$ cat src/rtl/reg_adr_encoder.sv
// reg_adr_encoder: sequential 32-to-5 register-address encoder.
// A multi-hot request mask is OR-ed into a pending set. One address at a
// time is emitted through a single-entry output slot with a valid/ready
// handshake, in fixed priority order, until the set is empty.
module reg_adr_encoder #(
    parameter int PRIO_HIGH = 0
) (
    input  logic        clk,
    input  logic        reset,
    input  logic        flush,
    input  logic        load,
    input  logic [31:0] req_vec,
    input  logic        out_ready,
    output logic        out_valid,
    output logic [4:0]  out_adr,
    output logic [5:0]  pend_cnt,
    output logic        busy,
    output logic        done
);

    logic [31:0] pend_q, pend_d;
    logic        out_valid_q, out_valid_d;
    logic [4:0]  out_adr_q, out_adr_d;
    logic [5:0]  pend_cnt_q, pend_cnt_d;
    logic        busy_q, busy_d;
    logic        done_q, done_d;

    logic        acc;
    logic [31:0] load_vec;
    logic [31:0] cand;
    logic [4:0]  pick;

    // Priority pick: lowest set index, or highest when PRIO_HIGH is set.
    function automatic logic [4:0] prio_idx(input logic [31:0] v);
        logic [4:0] idx;
        idx = '0;
        if (PRIO_HIGH != 0) begin
            for (int i = 0; i < 32; i++)
                if (v[i]) idx = 5'(i);
        end else begin
            for (int i = 31; i >= 0; i--)
                if (v[i]) idx = 5'(i);
        end
        return idx;
    endfunction

    function automatic logic [5:0] popcnt(input logic [31:0] v);
        logic [5:0] n;
        n = '0;
        for (int i = 0; i < 32; i++)
            n = n + {5'b0, v[i]};
        return n;
    endfunction

    // Next-state: refill the slot when free, hold it under backpressure.
    always_comb begin
        acc       = out_valid_q & out_ready;
        load_vec  = load ? req_vec : 32'h0;
        cand      = pend_q | load_vec;
        pick      = prio_idx(cand);

        pend_d      = pend_q;
        out_valid_d = out_valid_q;
        out_adr_d   = out_adr_q;
        done_d      = 1'b0;

        if (flush) begin
            // The output address is left alone; consumers ignore it when invalid.
            pend_d      = '0;
            out_valid_d = 1'b0;
        end else begin
            done_d = acc & (pend_q == 32'h0) & (load_vec == 32'h0);
            if (!out_valid_q || acc) begin
                if (cand != 32'h0) begin
                    out_adr_d   = pick;
                    out_valid_d = 1'b1;
                    pend_d      = cand & ~(32'h1 << pick);
                end else begin
                    out_valid_d = 1'b0;
                    pend_d      = '0;
                end
            end else begin
                // Stalled address stays put even if a higher-priority bit arrives.
                pend_d = cand;
            end
        end

        pend_cnt_d = popcnt(pend_d) + {5'b0, out_valid_d};
        busy_d     = out_valid_d | (pend_d != 32'h0);
    end

    // State registers with asynchronous clear.
    always_ff @(posedge clk or posedge reset) begin
        if (reset) begin
            pend_q      <= '0;
            out_valid_q <= 1'b0;
            out_adr_q   <= '0;
            pend_cnt_q  <= '0;
            busy_q      <= 1'b0;
            done_q      <= 1'b0;
        end else begin
            pend_q      <= pend_d;
            out_valid_q <= out_valid_d;
            out_adr_q   <= out_adr_d;
            pend_cnt_q  <= pend_cnt_d;
            busy_q      <= busy_d;
            done_q      <= done_d;
        end
    end

    assign out_valid = out_valid_q;
    assign out_adr   = out_adr_q;
    assign pend_cnt  = pend_cnt_q;
    assign busy      = busy_q;
    assign done      = done_q;

endmodule

$ cat config.mk
export PLATFORM = sky130hd
export DESIGN_NAME = reg_adr_encoder
export DESIGN_NICKNAME = d
export VERILOG_FILES = /design/src/rtl/reg_adr_encoder.sv
export SDC_FILE = /design/constraint.sdc
export NUM_CORES = 1
export LEC_CHECK = 0
export ABC_CLOCK_PERIOD_IN_PS = 12450
export BUFFER_PORTS_ARGS = -buffer_cell sky130_fd_sc_hd__buf_2
export CORE_ASPECT_RATIO = 1.1
export CORE_MARGIN = 2
export CORE_UTILIZATION = 35
export CTS_BUF_LIST = sky130_fd_sc_hd__clkbuf_4
export DETAILED_ROUTE_END_ITERATION = 8
export HOLD_SLACK_MARGIN = 0.06
export MAX_ROUTING_LAYER = met4
export PLACE_DENSITY_LB_ADDON = 0.1
export SLEW_MARGIN = 10
export SYNTH_ARGS = -nofsm -noshare
export SYNTH_HDL_FRONTEND = slang
export SYNTH_SLANG_ARGS = --single-unit
$ cat constraint.sdc
create_clock -name clk -period 12.45 [get_ports clk]
set_clock_uncertainty 0.05 [all_clocks]
set_input_delay 2.49 -clock clk [delete_from_list [all_inputs] [get_ports clk]]
set_output_delay 2.49 -clock clk [all_outputs]
set_load 0.01 [all_outputs]
==> results by group, run 1 <==
Global routing
  – All-Layer GR Usage: 21.7%
  – First-pass GRT wire length: 18.0 mm
  – Largest net degree at the start of global routing: between 50 and 60
  – GR Overflow Total: 0
  – Initial antenna violation count: 0
  – Vias in the first global route: around 3300

Place
  – Post-DP Area: 0.00401 mm2
  – Post-DP HPWL: 9.13 mm
  – GP Congestion: between 0.9 and 1
  – I/O Buffers: 50
  – Dpl cells: 563

Timing
  – Max Fclk: 104 MHz
  – RSZ-0062 raised after global routing: false
  – Setup TNS: 0 ns
  – Tcrit/Tclk final: 77.3%
  – Slew HR: 24.8%
  – Worst-Margin Slew: 1.12 ns
  – Fin. Hold Viols: 0
  – WHS: around 0.49 ns
  – Minimum clock period: 9.62 ns
  – Slew Viols, Final: 0
  – Setup Viol. Count Final: 0

Synth
  – Mapped Area: 0.00367 mm2
  – Synth Flop Type: dfrtp_1
  – Flop and latch count out of synthesis: 46
  – Yosys warning total: 0
  – Synth cell types: 64
  – Asr flop ratio synth: 100%
  – Register area share after synthesis: 31.4%
  – Syn_area_per_cell: slightly below 10 um2
  – Top cells by area, synth: dfrtp_1 31%, fa_1 14%, a21oi_1 4.9%, a211oi_1 3.9%, nor2_1 3.9%
  – Post-synth top area share: 31.4%
  – Post-synthesis net count: 450
  – Most frequent cell after synthesis: dfrtp_1
  – Number of enable flip-flop cells after synthesis: 0
  – Yosys top cell by area: dfrtp_1
  – Post-synth top cells: 46 x dfrtp_1, 38 x nor2_1, 36 x a21oi_1, 32 x inv_1, 25 x fa_1
  – Synth Instances: 381

Worst hold path
  – Hold Crit Class: register to register
  – Hold Crit Depth: 1

Power
  – Leak: 1.77 nW
  – PwrDens: 157 mW/mm2
  – Overall power: 0.000645 W
  – VDD IR max: approximately 0.18 mV

Route
  – Via count: 3210
  – WL per Instance: about 20 um
  – DRT antenna net count: 0
  – Final WL: 11.3 mm
  – Avg Vias per Cell: 5.62
  – Drt pass-1 iters: 5
  – DRC: 0
  – Starting DRT DRC Count: 323

Worst setup path
  – Crit-path max cell delay: 0.97 ns
  – CP arrival: 9.89 ns
  – CP Capture Type: register
  – CP max stage cell: nor3_1
  – Worst Path Buf+Inv: 8
  – CP most frequent cell: fa_1
  – Levels on crit path: 26
  – Worst Setup Start Kind: input pin
  – Worst path required time: between 10 and 15 ns
  – R2R cell count: 24
  – CP top delay family: adder cells
  – Critical setup path kind: input pin to register
  – CP Max Fanout: 56

Floorplan
  – Row cnt: 39
  – Core ar.: 0.0103 mm2
  – Die W: 102 um
  – Die Area: between 0.01 and 0.015 mm2
  – I/O Pins: 51
  – Die Ht: 111 um
  – Initial core utilization: 35.6%

Status
  – Run status: finished, final reports clean

CTS
  – CTS Hold Buffers Added: 0
  – Total CTS buffers: 5
  – CTS Buffer Depth: 2
  – Post-CTS Resized: 0
  – Clock Root Buffer: clkbuf_4
  – Worst-path clk slew: about 0.15 ns
  – CTS sink cnt: 46
  – H-tree depth: 2
  – Post-CTS Setup Bufs: 0
  – Clock Latency Late Sink: 0.39 ns
  – CTS tree: done

Final layout
  – Fillers: 1070
  – Share of cells above drive strength 1: 20.8%
  – Fin cells: 571
  – Area growth, synth to finish: 11.6%
  – Antenna diode count: 0
  – Final Net Count: 496
  – Post-layout instance area: approximately 0.0041 mm2

Run
  – Max-Cap Viols: 0
## layout by cell type (no fill, tap or decap), drive strengths merged, types with 4 or more instances in the layout
cell type	instances
buf	51
dfrtp	46
a21oi	42
nor2	39
inv	32
o21ai	27
fa	25
a211oi	20
nand2	18
nor3	13
a21o	8
a311oi	8
nand3	7
ha	7
nor4	7
nand4	7
o21a	6
a211o	6
clkbuf	5
nand2b	4
o41a	4
nand4b	4
or2	4
## cell type report
type / instances / area (um2) / share of cell area [%]
multi-input combinational: 291 / 2300 / 56.3
clock buffer: 5 / 37.5 / 0.917
inverter: 32 / 120 / 2.93
sequential: 46 / 1150 / 28.1
timing repair buffer: 51 / 258 / 6.29
tap: 143 / 179 / 4.37
clock inverter: 3 / 45.0 / 1.10
## through the flow
step	setup WS [ns]	util, %
finish	2.83	39.8
floorplan	3.98	-
global placement	2.55	39.0
global route	2.30	39.8
detailed placement	2.44	39.0
CTS	2.82	39.8
## report_power, final
part,switching [W],leakage (nW),internal (W)
Clock,0.0000542,0.0374,0.0000421
Sequential,0.00000848,0.599,0.000172
Combinational,0.000213,1.13,0.000155
Total,0.000276,1.77,0.000368
## layer usage
metal | track usage [%] | up-vias | part of all wire (%)
li1 | - | 1495 | -
met1 | 29.0 | 1568 | 44
met2 | 33.9 | 120 | 49
met3 | 2.89 | 27 | 4.3
met4 | 7.12 | 0 | 3.2
met5 | - | - | 0
## worst paths after layout
check | slack [ns] | startpoint | end
hold / removal | 0.49 | out_adr[0] | out_adr[0]
max in group asynchronous | 9.48 | reset | pend_q[28]
setup reg to reg | 5.06 | pend_q[4] | pend_cnt[4]
hold reg to reg | 0.49 | out_adr[0] | out_adr[0]
setup / recovery | 2.83 | load | pend_cnt[4]
min in group asynchronous | 2.26 | reset | pend_q[0]
## registers in the layout (all words and copies together), names as in the netlist
| register | cells |
|---|---|
| pend_q | 32 |
| pend_cnt | 6 |
| out_adr | 5 |
| busy | 1 |
| done | 1 |
| out_valid | 1 |
## kinds of logic (layout without fill, tap and decap cells)
kind of cell / count (synthesis) / count (layout) / share of synthesized area, %
AOI/OAI and AO/OA: 139 / 139 / 28.0
DFF: 46 / 46 / 31.4
and+or+nand+nor: 116 / 116 / 17.8
adders and majority gates: 32 / 32 / 16.0
buffers and inverters: 44 / 91 / 5.83
xor gates and xnor gates: 3 / 3 / 0.716
muxes: 1 / 1 / 0.307
No activity file was read; power rests on OpenSTA's default activity.
==> run 2: changes to the inputs <==
--- a/config.mk
+++ b/config.mk
@@ -5,7 +5,7 @@
 export SDC_FILE = /design/constraint.sdc
 export NUM_CORES = 1
 export LEC_CHECK = 0
-export ABC_CLOCK_PERIOD_IN_PS = 12450
+export ABC_CLOCK_PERIOD_IN_PS = 9490
 export BUFFER_PORTS_ARGS = -buffer_cell sky130_fd_sc_hd__buf_2
 export CORE_ASPECT_RATIO = 1.1
 export CORE_MARGIN = 2
==> constraint.sdc (replaced) <==
create_clock -name clk -period 9.49 [get_ports clk]
set_clock_uncertainty 0.05 [all_clocks]
set_input_delay 1.898 -clock clk [delete_from_list [all_inputs] [get_ports clk]]
set_output_delay 1.898 -clock clk [all_outputs]
set_load 0.01 [all_outputs]
==> results by group, run 2 (synthesized netlist as in run 1, its figures left out) <==
Status
  – Run status: finished, final reports clean

Power
  – VDD IR max: 0.184 mV
  – Sw frac: 41.3%
  – Overall power: 0.000878 W
  – Leak: 1.82 nW
  – Psw: 0.000363 W
  – Internal power: 0.000515 W
  – Combinational share of power: 55.6%
  – Part of the power in the clock network: 17.5%
  – Part of the power in registers: approximately 27%
  – PwrDens: 211 mW/mm2

Worst setup path
  – Worst Setup Start Kind: input pin
  – Worst path required time: between 9 and 10 ns
  – Critical setup path kind: input pin to register
  – CP arrival: between 9 and 10 ns
  – CP Capture Type: register
  – CP Max Fanout: 27

Route
  – Drt pass-1 iters: 5
  – Final WL: 11.7 mm
  – Starting DRT DRC Count: 284
  – Via count: 3268
  – WL per Instance: 20.2 um
  – DRT antenna net count: 0
  – Avg Vias per Cell: ~5.7
  – DRC: 0

Final layout
  – Area growth, synth to finish: 13.5%
  – Post-layout instance area: 0.00417 mm2
  – Commonest non-fill, non-tap cell in the layout: buf_2
  – Final Net Count: between 500 and 600
  – Leading cell types in the layout, fill and taps excluded: 50 x buf_2, 46 x dfrtp_1, 38 x nor2_1
  – Max reg flops: 32
  – Reg with most FFs: pend_q
  – Post-Route Utilization: 40.5%
  – Share of cells above drive strength 1: 21.9%

CTS
  – Post-CTS Setup Bufs: 0
  – Post-CTS Resized: 0
  – CTS tree: done
  – Clock Latency Late Sink: 0.39 ns
  – H-tree depth: 2
  – CTS Hold Buffers Added: 0
  – Clock Root Buffer: clkbuf_4
  – Worst-path clk slew: 0.15 ns
  – CTS Buffer Depth: 2
  – Total CTS buffers: 5
  – CTS sink cnt: 46

Timing
  – Setup TNS: 0 ns
  – Slew HR: 33.0%
  – Setup Viol. Count Final: 0
  – Max Fclk: 113 MHz
  – Fin. Hold Viols: 0
  – Slew Viols, Final: 0
  – RSZ-0062 raised after global routing: false
  – Minimum clock period: 8.82 ns
  – Tcrit/Tclk final: about 93%
  – Worst-Margin Slew: between 0.9 and 1 ns

Floorplan
  – I/O Pins: 51
  – Core ar.: around 0.010 mm2
  – Die Area: 0.0113 mm2
  – Initial core utilization: 35.6%
  – Die W: just over 100 um
  – Row cnt: 39
  – Die Ht: 111 um

Global routing
  – All-Layer GR Usage: 22.6%
  – GR Overflow Total: 0
  – Largest net degree at the start of global routing: 47
  – Vias in the first global route: 3414
  – First-pass GRT wire length: between 15 and 20 mm
  – Initial antenna violation count: 1

Place
  – I/O Buffers: 50
  – Post-DP Area: between 0.004 and 0.005 mm2
  – GP Congestion: 0.929
  – Post-DP HPWL: 9.34 mm

Worst hold path
  – Hold Crit Class: register to register

Run
  – Max-Cap Viols: 0
==> run 2: worst paths after layout <==
kind                       startpoint          end  slack, ns  cells past startpoint
setup / recovery                 load  pend_cnt[4]       0.67                     25
hold / removal             out_adr[0]   out_adr[0]       0.47                      1
setup reg to reg            pend_q[6]  pend_cnt[4]       2.14                     23
hold reg to reg            out_adr[0]   out_adr[0]       0.47                      1
max in group asynchronous       reset   pend_q[16]       7.09                      2
min in group asynchronous       reset         busy       1.67                      2
==> run 2: cell type report <==
class,count,area (um2)
Inverter,32,120
Clock buffer,5,37.5
Tap cell,143,179
Multi-Input combinational cell,291,2300
Clock inverter,3,68.8
Timing Repair Buffer,57,303
Fill cell,1066,6130
Sequential cell,46,1150
Antenna cell,1,2.50
==> run 2: metrics by stage <==
step           worst slack (ns)  std cells  hold slack [ns]
2_1_floorplan              1.61        381            0.501
4_1_cts                   0.774        577            0.476
6_report                  0.665        578            0.467
3_5_place_dp              0.354        569            0.443
5_1_grt                   0.251        578            0.494
3_3_place_gp              0.405        569            0.437
==> run 2: worst max-delay path, stage by stage <==
cell	delay, ns
buf_2	0.27
buf_4	0.30
o21ai_0	0.18
nand4_1	0.26
nor4_4	0.49
nand2_1	0.30
nor4_1	0.74
a211oi_1	0.28
fa_1	0.60
inv_1	0.05
fa_1	0.47
inv_1	0.05
fa_1	0.47
inv_1	0.05
fa_1	0.46
fa_1	0.52
inv_1	0.06
fa_1	0.45
fa_1	0.40
inv_1	0.09
fa_1	0.21
inv_1	0.05
a21o_1	0.16
a21oi_1	0.16
xnor2_1	0.13
==> run 2: layer usage <==
| metal | track usage [%] | part of all wire, % |
|---|---|---|
| met5 | - | 0 |
| met4 | 7.03 | 2.8 |
| met3 | 3.01 | 4.7 |
| met2 | 36.8 | 50 |
| met1 | 29.1 | 42 |
==> run 2: power groups by stage <==
stage	logic, W	clock network [W]	registers (W)
3_3_place_gp	0.000490	0	0.000241
2_1_floorplan	0.000352	0	0.000245
5_1_grt	0.000569	0.000165	0.000239
4_1_cts	0.000503	0.000158	0.000237
3_5_place_dp	0.000503	0	0.000240
6_report	0.000488	0.000154	0.000236
==> run 3: changes to the inputs <==
--- a/config.mk
+++ b/config.mk
@@ -5,6 +5,7 @@
 export SDC_FILE = /design/constraint.sdc
 export NUM_CORES = 1
 export LEC_CHECK = 0
+export ABC_AREA = 1
 export ABC_CLOCK_PERIOD_IN_PS = 9490
 export BUFFER_PORTS_ARGS = -buffer_cell sky130_fd_sc_hd__buf_2
 export CORE_ASPECT_RATIO = 1.1
==> constraint.sdc (replaced) <==
create_clock -name clk -period 9.49 [get_ports clk]
set_clock_uncertainty 0.05 [all_clocks]
set_input_delay 1.898 -clock clk [delete_from_list [all_inputs] [get_ports clk]]
set_output_delay 1.898 -clock clk [all_outputs]
set_load 0.05 [all_outputs]
==> results by group, run 3 <==
Final layout
  – FF+latch area: ~0.0012 mm2
  – Share of cells above drive strength 1: 18.1%
  – Post-Route Utilization: 40.3%
  – Leading cell types in the layout, fill and taps excluded: 100 x nand2_1, 77 x inv_1, 55 x a21oi_1
  – Area growth, synth to finish: 11.5%
  – Reg with most FFs: pend_q
  – Fillers: 1092
  – Post-layout instance area: 0.00398 mm2
  – Multi-input gate area: 0.00203 mm2
  – Max reg flops: 32
  – Commonest non-fill, non-tap cell in the layout: nand2_1
  – Final Net Count: about 570
  – Antenna diode count: 0

Route
  – Via count: 3139
  – DRT antenna net count: 0
  – Avg Vias per Cell: 5.08
  – Starting DRT DRC Count: 168
  – Drt pass-1 iters: 4
  – DRC: 0
  – WL per Instance: 17.2 um
  – Final WL: 10.6 mm

Floorplan
  – Die Area: 0.0110 mm2
  – Initial core utilization: around 36%
  – Die W: 100 um
  – Die Ht: 110 um
  – I/O Pins: 51
  – Core ar.: just under 0.01 mm2
  – Row cnt: 38

Global routing
  – All-Layer GR Usage: 21.2%
  – GR Overflow Total: 0
  – Largest net degree at the start of global routing: 47
  – Initial antenna violation count: 0
  – Vias in the first global route: around 3100
  – First-pass GRT wire length: 17.0 mm

CTS
  – Clock Root Buffer: clkbuf_4
  – CTS Buffer Depth: 2
  – Total CTS buffers: 5
  – Clock Latency Late Sink: 0.38 ns
  – CTS tree: done
  – CTS sink cnt: 46
  – H-tree depth: 2
  – Post-CTS Resized: 0
  – Post-CTS Setup Bufs: 0
  – CTS Hold Buffers Added: 0
  – Worst-path clk slew: about 0.15 ns

Synth
  – Post-synthesis net count: 519
  – Yosys top cell by area: dfrtp_1
  – Post-synth top cells: 100 x nand2_1, 78 x inv_1, 55 x a21oi_1, 46 x dfrtp_1, 31 x nor2_1
  – Top cells by area, synth: dfrtp_1 32%, fa_1 14%, nand2_1 11%, inv_1 8.2%, a21oi_1 7.7%
  – Most frequent cell after synthesis: nand2_1
  – Synth Flop Type: dfrtp_1
  – Yosys warning total: 0
  – Flop and latch count out of synthesis: 46
  – Register area share after synthesis: between 30% and 40%
  – Asr flop ratio synth: 100%
  – Synth cell types: 39
  – Syn_area_per_cell: 7.94 um2
  – Post-synth top area share: 32.2%
  – Synth Instances: 450
  – Mapped Area: 0.00357 mm2
  – Number of enable flip-flop cells after synthesis: 0

Power
  – Leak: 2.14 nW
  – Overall power: 0.000790 W
  – PwrDens: 198 mW/mm2
  – VDD IR max: 0.240 mV

Timing
  – Tcrit/Tclk final: 91.2%
  – Setup Viol. Count Final: 0
  – WHS: between 0.4 and 0.5 ns
  – Setup TNS: 0 ns
  – Slew HR: 20.5%
  – Minimum clock period: a little under 9 ns
  – Fin. Hold Viols: 0
  – Max Fclk: 115 MHz
  – RSZ-0062 raised after global routing: false
  – Slew Viols, Final: 0
  – Worst-Margin Slew: 1.19 ns

Place
  – Post-DP HPWL: between 8 and 9 mm
  – I/O Buffers: 50
  – GP Congestion: 0.933
  – Post-DP Area: 0.00393 mm2

Worst setup path
  – Critical setup path kind: input pin to register
  – CP Max Fanout: 19
  – CP most frequent cell: nand2_1
  – CP Capture Type: register
  – Worst Setup Start Kind: input pin
  – Worst path required time: 9.72 ns
  – CP arrival: 8.89 ns
  – CP max stage cell: fa_1
  – Crit-path max cell delay: between 0.5 and 0.6 ns

Run
  – Max-Cap Viols: 0

Worst hold path
  – Hold Crit Class: register to register

Status
  – Run status: finished, final reports clean
==> run 3: cell types whose count changed after synthesis, sizes merged, moves of 8 or more <==
cell    delta
a211oi    -20
a21o       -8
nand2     +87
o21ai     -14
inv       +53
o21bai     +8
a311oi     -8
a21oi     +20
==> run 3: logic make-up after synthesis <==
group                      after synthesis  synth area share, %
adders and majority gates               32                 16.5
DFF                                     46                 32.2
and+or+nand+nor                        175                 23.0
buffers and inverters                   98                 11.0
xor gates and xnor gates                 3                0.736
AOI/OAI and AO/OA                       96                 16.6
==> run 3: area by class of cell <==
class	instances	share of cell area, %
Tap cell	120	3.77
Timing Repair Buffer	54	7.04
Inverter	85	8.01
Clock buffer	5	0.943
Clock inverter	2	0.377
Sequential cell	46	28.9
Multi-Input combinational cell	306	50.9
==> run 3: routing by layer <==
layer	track usage [%]	routed length, um
met3	2.16	380
met5	-	0
met4	4.99	161
met2	35.3	5290
met1	28.0	4810
==> run 3: path summary, 6_finish.rpt <==
kind                             from     endpoint  depth (start not counted)  slack, ns
max in group asynchronous       reset    pend_q[1]                          2       7.05
max                              load  pend_cnt[4]                         49       0.83
min                        out_adr[1]   out_adr[1]                          2       0.46
max reg2reg                pend_q[30]  pend_cnt[4]                         47       2.20
min in group asynchronous       reset   pend_q[27]                          2       1.70
min reg2reg                out_adr[1]   out_adr[1]                          2       0.46
==> run 3: metrics by stage <==
step / instances / setup WS (ns)
6_report: 618 / 0.831
5_1_grt: 618 / 0.217
4_1_cts: 618 / 0.808
3_5_place_dp: 611 / 0.446
3_3_place_gp: 611 / 0.462
2_1_floorplan: 450 / 1.33
==> run 3: report_power, final <==
part           total [W]  leakage, nW  internal, W  switching, W
clock network  0.0000992       0.0233    0.0000275     0.0000717
logic           0.000457         1.51     0.000172      0.000285
registers       0.000234        0.600     0.000223     0.0000106
total           0.000790         2.14     0.000423      0.000367
==> run 3: critical path: cells and delay by family <==
family	cells	cell delay [ns]
AO/OA/AOI/OAI	3	0.64
XOR/XNOR	1	0.13
adder cells (fa/ha/maj)	8	3.68
buffers and inverters	4	0.48
AND/OR/NAND/NOR	33	2.05
